### config.mk
export PLATFORM = sky130hd
export DESIGN_NAME = jts16_pal_sched_flat
export DESIGN_NICKNAME = d
export VERILOG_FILES = /design/src/rtl/jts16_pal_sched_if.sv /design/src/rtl/jts16_pal_sched.sv /design/src/flat_wrapper.sv
export SDC_FILE = /design/constraint.sdc
export NUM_CORES = 1
export LEC_CHECK = 0
export CAP_MARGIN = 10
export CORE_MARGIN = 4
export CORE_UTILIZATION = 31
export DETAILED_ROUTE_END_ITERATION = 7
export GPL_ROUTABILITY_DRIVEN = 1
export GPL_TIMING_DRIVEN = 0
export HOLD_SLACK_MARGIN = 0.02
export PLACE_DENSITY = 0.77
export SLEW_MARGIN = 40
export SYNTH_ARGS = -nofsm -noshare
export SYNTH_HDL_FRONTEND = slang
export SYNTH_SLANG_ARGS = --single-unit
### constraint.sdc
create_clock -name clk -period 1.6 [get_ports clk]
set_clock_uncertainty 0.2 [all_clocks]
set_input_delay 0.16 -clock clk [delete_from_list [all_inputs] [get_ports clk]]
set_output_delay 0.16 -clock clk [all_outputs]
set_load 0.1 [all_outputs]
### src/rtl/jts16_pal_sched_if.sv
// CPU palette bus between the memory map decoder and the palette scheduler.
// Parameters: AW (word address width), DW (word width).
// Signals: cpu_cs level request, cpu_we 1=write, cpu_dsn active-low byte
// strobes ([1]=upper), cpu_addr word address, cpu_dout write data,
// cpu_din read data, cpu_ok one-cycle acknowledge.
// master = CPU side, slave = scheduler side.
interface jts16_pal_sched_if #(
  parameter int unsigned AW = 11,
  parameter int unsigned DW = 16
);
  logic          cpu_cs;
  logic          cpu_we;
  logic [1:0]    cpu_dsn;
  logic [AW-1:0] cpu_addr;
  logic [DW-1:0] cpu_dout;
  logic [DW-1:0] cpu_din;
  logic          cpu_ok;

  modport master (
    output cpu_cs, cpu_we, cpu_dsn, cpu_addr, cpu_dout,
    input  cpu_din, cpu_ok
  );

  modport slave (
    input  cpu_cs, cpu_we, cpu_dsn, cpu_addr, cpu_dout,
    output cpu_din, cpu_ok
  );
endinterface

### src/rtl/jts16_pal_sched.sv
// Single-port palette RAM scheduler: video lookups own the port on every
// pxl_cen cycle, CPU accesses use the remaining cycles and get a one-cycle
// cpu_ok acknowledge.
// Optional feature: define JTS16_PALCLR_EN to zero the whole palette after
// reset (busy=1) before the CPU is admitted.
// Ports:
//   clk, rst_n        clock, asynchronous active-low reset
//   pxl_cen, vid_addr video lookup enable and palette index
//   vid_data          palette word of the last video lookup (registered)
//   cpu               CPU bus (jts16_pal_sched_if.slave)
//   busy              clear sequence running
//   ram_addr/din/we   RAM port, driven combinationally for the current cycle
//   ram_dout          RAM read data, valid the cycle after the address
module jts16_pal_sched #(
  parameter int unsigned AW = 11,
  parameter int unsigned DW = 16
) (
  input  logic              clk,
  input  logic              rst_n,
  input  logic              pxl_cen,
  input  logic [AW-1:0]     vid_addr,
  output logic [DW-1:0]     vid_data,
  jts16_pal_sched_if.slave  cpu,
  output logic              busy,
  output logic [AW-1:0]     ram_addr,
  output logic [DW-1:0]     ram_din,
  output logic [1:0]        ram_we,
  input  logic [DW-1:0]     ram_dout
);

  typedef enum logic [1:0] {
    ST_CLEAR  = 2'd0,
    ST_IDLE   = 2'd1,
    ST_CPU_RD = 2'd2,
    ST_ACK    = 2'd3
  } state_t;

`ifdef JTS16_PALCLR_EN
  localparam state_t ST_RST = ST_CLEAR;
`else
  localparam state_t ST_RST = ST_IDLE;
`endif

  state_t        state, state_nx;
  logic          armed, armed_nx;
  logic          vid_tag;
  logic          cpu_ok_nx;
  logic [DW-1:0] vid_data_nx, cpu_din_nx;

`ifdef JTS16_PALCLR_EN
  logic [AW-1:0] clr_cnt, clr_cnt_nx;
  logic          busy_nx;
`endif

  // Next-state, next-output and RAM port ownership for this cycle
  always_comb begin
    state_nx    = state;
    armed_nx    = armed;
    cpu_ok_nx   = 1'b0;
    vid_data_nx = vid_tag ? ram_dout : vid_data;
    cpu_din_nx  = cpu.cpu_din;
    ram_addr    = '0;
    ram_din     = '0;
    ram_we      = 2'b00;
`ifdef JTS16_PALCLR_EN
    clr_cnt_nx  = clr_cnt;
    busy_nx     = busy;
`endif

    // A request is armed again only once cpu_cs has been seen low
    if (!cpu.cpu_cs) armed_nx = 1'b1;

    case (state)
      ST_CLEAR: begin
`ifdef JTS16_PALCLR_EN
        if (!pxl_cen) begin
          ram_addr   = clr_cnt;
          ram_we     = 2'b11;
          clr_cnt_nx = AW'(clr_cnt + 1'b1);
          if (&clr_cnt) begin
            state_nx = ST_IDLE;
            busy_nx  = 1'b0;
          end
        end
`else
        state_nx = ST_IDLE;
`endif
      end
      ST_IDLE: begin
        if (!pxl_cen && cpu.cpu_cs && armed) begin
          ram_addr = cpu.cpu_addr;
          armed_nx = 1'b0;
          if (cpu.cpu_we) begin
            ram_we    = ~cpu.cpu_dsn;
            ram_din   = cpu.cpu_dout;
            cpu_ok_nx = 1'b1;
            state_nx  = ST_ACK;
          end else begin
            state_nx  = ST_CPU_RD;
          end
        end
      end
      // ram_dout now carries the CPU-addressed word from the accept cycle
      ST_CPU_RD: begin
        cpu_din_nx = ram_dout;
        cpu_ok_nx  = 1'b1;
        state_nx   = ST_ACK;
      end
      ST_ACK: begin
        state_nx = ST_IDLE;
      end
      default: begin
        state_nx = ST_IDLE;
      end
    endcase

    // Video always wins the port on a pixel enable
    if (pxl_cen) begin
      ram_addr = vid_addr;
      ram_din  = '0;
      ram_we   = 2'b00;
    end

    // Keep the RAM port quiet while reset is held
    if (!rst_n) begin
      ram_addr = '0;
      ram_din  = '0;
      ram_we   = 2'b00;
    end
  end

  // State and registered outputs
  always_ff @(posedge clk or negedge rst_n) begin
    if (!rst_n) begin
      state       <= ST_RST;
      armed       <= 1'b1;
      vid_tag     <= 1'b0;
      vid_data    <= '0;
      cpu.cpu_din <= '0;
      cpu.cpu_ok  <= 1'b0;
    end else begin
      state       <= state_nx;
      armed       <= armed_nx;
      vid_tag     <= pxl_cen;
      vid_data    <= vid_data_nx;
      cpu.cpu_din <= cpu_din_nx;
      cpu.cpu_ok  <= cpu_ok_nx;
    end
  end

`ifdef JTS16_PALCLR_EN
  // Clear address counter and busy flag
  always_ff @(posedge clk or negedge rst_n) begin
    if (!rst_n) begin
      clr_cnt <= '0;
      busy    <= 1'b1;
    end else begin
      clr_cnt <= clr_cnt_nx;
      busy    <= busy_nx;
    end
  end
`else
  assign busy = 1'b0;
`endif

endmodule

### src/flat_wrapper.sv
// flat-port wrapper written by rule: the top's interface ports become plain ports
module jts16_pal_sched_flat 
#(
  parameter int unsigned AW = 11,
  parameter int unsigned DW = 16
)
  (clk, rst_n, pxl_cen, vid_addr, vid_data, busy, ram_addr, ram_din, ram_we, ram_dout, cpu_cpu_cs, cpu_cpu_we, cpu_cpu_dsn, cpu_cpu_addr, cpu_cpu_dout, cpu_cpu_din, cpu_cpu_ok);
  jts16_pal_sched_if #(.AW(AW), .DW(DW)) cpu_i ();
  input  logic clk;
  input  logic rst_n;
  input  logic pxl_cen;
  input  logic [AW-1:0] vid_addr;
  output logic [DW-1:0] vid_data;
  output logic busy;
  output logic [AW-1:0] ram_addr;
  output logic [DW-1:0] ram_din;
  output logic [1:0] ram_we;
  input  logic [DW-1:0] ram_dout;
  input wire logic [$bits(cpu_i.cpu_cs)-1:0] cpu_cpu_cs;
  input wire logic [$bits(cpu_i.cpu_we)-1:0] cpu_cpu_we;
  input wire logic [$bits(cpu_i.cpu_dsn)-1:0] cpu_cpu_dsn;
  input wire logic [$bits(cpu_i.cpu_addr)-1:0] cpu_cpu_addr;
  input wire logic [$bits(cpu_i.cpu_dout)-1:0] cpu_cpu_dout;
  output wire logic [$bits(cpu_i.cpu_din)-1:0] cpu_cpu_din;
  output wire logic [$bits(cpu_i.cpu_ok)-1:0] cpu_cpu_ok;
  assign cpu_i.cpu_cs = cpu_cpu_cs;
  assign cpu_i.cpu_we = cpu_cpu_we;
  assign cpu_i.cpu_dsn = cpu_cpu_dsn;
  assign cpu_i.cpu_addr = cpu_cpu_addr;
  assign cpu_i.cpu_dout = cpu_cpu_dout;
  assign cpu_cpu_din = cpu_i.cpu_din;
  assign cpu_cpu_ok = cpu_i.cpu_ok;
  jts16_pal_sched #(.AW(AW), .DW(DW)) u_core (.clk(clk), .rst_n(rst_n), .pxl_cen(pxl_cen), .vid_addr(vid_addr), .vid_data(vid_data), .cpu(cpu_i), .busy(busy), .ram_addr(ram_addr), .ram_din(ram_din), .ram_we(ram_we), .ram_dout(ram_dout));
endmodule
==> reports/summary.txt <==
critical path, cell by cell -> ha_4 -> nor2b_4 -> and4_4 -> buf_8 -> clkbuf_16 -> and3_4 -> buf_12
vias in the first global route -> 1651
Crit. End Element -> output pin
Most used DFF post-synth -> dfrtp_1
Post-Syn Area -> 0.00169 sq mm
RePlAce Congestion -> 0.673
worst min path class -> input port to async pin
critical path class -> register to output pin
PortBufs -> 121
first-pass GRT wire length -> 9120 um
maximum clock rate -> 0.434 GHz
DRC -> 0
count of cell types in the netlist -> 24
antenna-violating nets left -> 0
worst skew pair latency -> 0.28 ns
TritonCTS buffer count -> 5
Worst Path Arrival -> 1.94 ns
RSZ-0062 raised after global routing -> yes
asr flop ratio synth -> 1.00
detailed-route vias per instance -> 4.71
Period minus WS final -> 2.30 ns
initial core utilization -> 0.325
number of flops mapped to enable cells by yosys -> 0
Tcrit/Tclk final -> 1.44
Core Area -> 0.00520 sq mm
CP delay by family, top -> flip-flops
setup TNS -> -19.29 ns
Synth top area share -> 0.518
failing checks -> hold timing, setup timing
max-slew violations -> 0
pwr dens -> 1590 mW/mm^2
worst IR drop on VDD -> 0.00140 V
# setup viols final -> 29
Pre-antenna DRT Iters -> 4
initial antenna violation count -> 0
post-route insts no fill -> 334
DR WL/cell -> 18.9 um
GRT Overall Usage -> 0.183
CTS sink count -> 37
layout cells sized above 1 -> 0.591
largest cells by area after synthesis -> dfrtp_1, mux2_2, and3_1
Rows -> 26
DPL Wire Length -> 4060 um
GRT Residual Overflow -> 0
die area -> 0.00670 sq mm
Max Cap Violations -> 0
area leader, netlist -> dfrtp_1
Clk pin slew, worst setup/hold paths -> 0.07 ns
outcome -> complete, but fails checks
register bit total from synthesis -> 37
# placed instances -> 317
vias -> 1574
Starting DRT DRC Count -> 56
sequential fraction of the synthesis area -> 0.549
CTS H-tree lvls -> 2
CP Max Fanout -> 6
worst endpoint required time -> 1.24 ns
Root Buffer Master -> clkbuf_8
critical path buffer and inverter count -> 3
fin worst setup slack -> -0.703 ns
critical path's slowest cell -> dfstp_2
Fin. Hold Viols -> 37
clk buf depth -> 2
yosys warns -> 0
maximum number of pins on one net before global-route repair -> 40
Syn-to-layout area delta -> 110%
Worst setup SP type -> register
Syn Area/Cell -> 13.4 sq um
Syn Nets -> 189
Fillers -> 347
Mapped Cells -> 126
Worst Hold Slack -> -0.361 ns
CTS tree -> yes
number of diodes -> 0
post-layout net count -> 326
Leak -> 1.58 nW
Max stage delay on crit path -> 0.55 ns
final wirelength -> 6320 um
die extent in x -> 81.8 um
Die Height -> 81.8 um
IO Pins -> 124
-- cell type report --
type | count | area [sq um] | share of cell area
Timing Repair Buffer | 131 | 1430 | 0.405
Multi-Input combinational cell | 75 | 885 | 0.250
Inverter | 3 | 11.3 | 0.00318
Tap cell | 70 | 87.6 | 0.0247
Buffer | 10 | 82.6 | 0.0233
Sequential cell | 37 | 928 | 0.262
Clock inverter | 1 | 30.0 | 0.00847
Clock buffer | 7 | 86.3 | 0.0244
-- where the power goes --
group | internal [mW] | switching (mW)
Combinational | 0.859 | 2.59
Clock | 0.508 | 0.311
Sequential | 1.23 | 0.143
-- layer usage --
layer	up-vias	wire length, um	track usage
met5	-	0	0
met4	0	29	0.0415
met3	4	724	0.0669
met2	88	3050	0.312
met1	748	2510	0.219
li1	734	-	-
-- synthesized netlist by cell type (2+ instances only) --
| cell | instances |
|---|---|
| and3_1 | 16 |
| clkbuf_1 | 3 |
| a22o_1 | 11 |
| ha_1 | 2 |
| inv_1 | 3 |
| dfrtp_1 | 35 |
| mux2_2 | 32 |
| and3b_1 | 3 |
| buf_2 | 5 |
| dfstp_2 | 2 |
-- cells in the final DEF, fill, tap and decap left out, types with 2 or more instances in the layout --
master / Yosys / layout
clkbuf_8: 0 / 6
and3_4: 0 / 16
clkbuf_1: 3 / 3
dfrtp_1: 35 / 35
dfstp_2: 2 / 2
and3b_4: 0 / 2
a22o_4: 0 / 11
buf_12: 0 / 29
inv_1: 3 / 2
clkdlybuf4s50_1: 0 / 58
buf_4: 1 / 9
buf_6: 1 / 4
buf_8: 1 / 2
buf_2: 5 / 35
mux2_2: 32 / 32
-- flip-flops by register name, indices dropped and copies added, names as in the netlist --
register,flops
u_core.armed,1
u_core.cpu.cpu_din,16
u_core.cpu.cpu_ok,1
u_core.state,2
u_core.vid_data,16
u_core.vid_tag,1
-- kinds of logic (layout without fill, tap and decap cells) --
| group | after synthesis | after routing | synth area share |
|---|---|---|---|
| compound gates | 14 | 14 | 0.0681 |
| mux | 33 | 33 | 0.219 |
| simple gates | 25 | 25 | 0.0985 |
| buf+inv | 14 | 152 | 0.0481 |
| fa+ha+maj | 2 | 2 | 0.0148 |
| other cells | 1 | 1 | 0.00222 |
| flops | 37 | 37 | 0.549 |
-- repair_timing --
| action | CTS | global route |
|---|---|---|
| cloned | 2 | 1 |
| pin swaps | 0 | 3 |
| endpoints found under the setup margin | 39 | 29 |
| endpoints found under the hold margin | 37 | 36 |
| buffers inserted | 7 | 1 |
| gates resized for setup | 128 | 7 |
-- final timing paths --
kind | to | cells after the start | from | slack, ns
max | ram_din[8] | 7 | u_core.state[0] | -0.70
min | u_core.vid_data[13] | 1 | rst_n | -0.36
max reg2reg | u_core.cpu.cpu_din[7] | 4 | u_core.state[0] | 0.05
min reg2reg | u_core.vid_data[5] | 1 | u_core.vid_data[5] | 0.30
max in group asynchronous | u_core.state[0] | 1 | rst_n | 1.21
min in group clk | u_core.state[0] | 3 | cpu_cpu_we | 0.11
-- metrics by stage --
step | util | setup WS (ns) | power, mW | area, sq um
floorplan | - | -0.390 | 4.02 | 1840
global placement | 0.603 | -2.72 | 4.88 | 3140
detailed placement | 0.543 | -0.697 | 4.63 | 2830
CTS | 0.675 | -0.709 | 5.67 | 3510
global route | 0.681 | -0.768 | 5.85 | 3540
finish | 0.681 | -0.703 | 5.64 | 3540
Note: power is estimated with default switching activity, not from simulation.
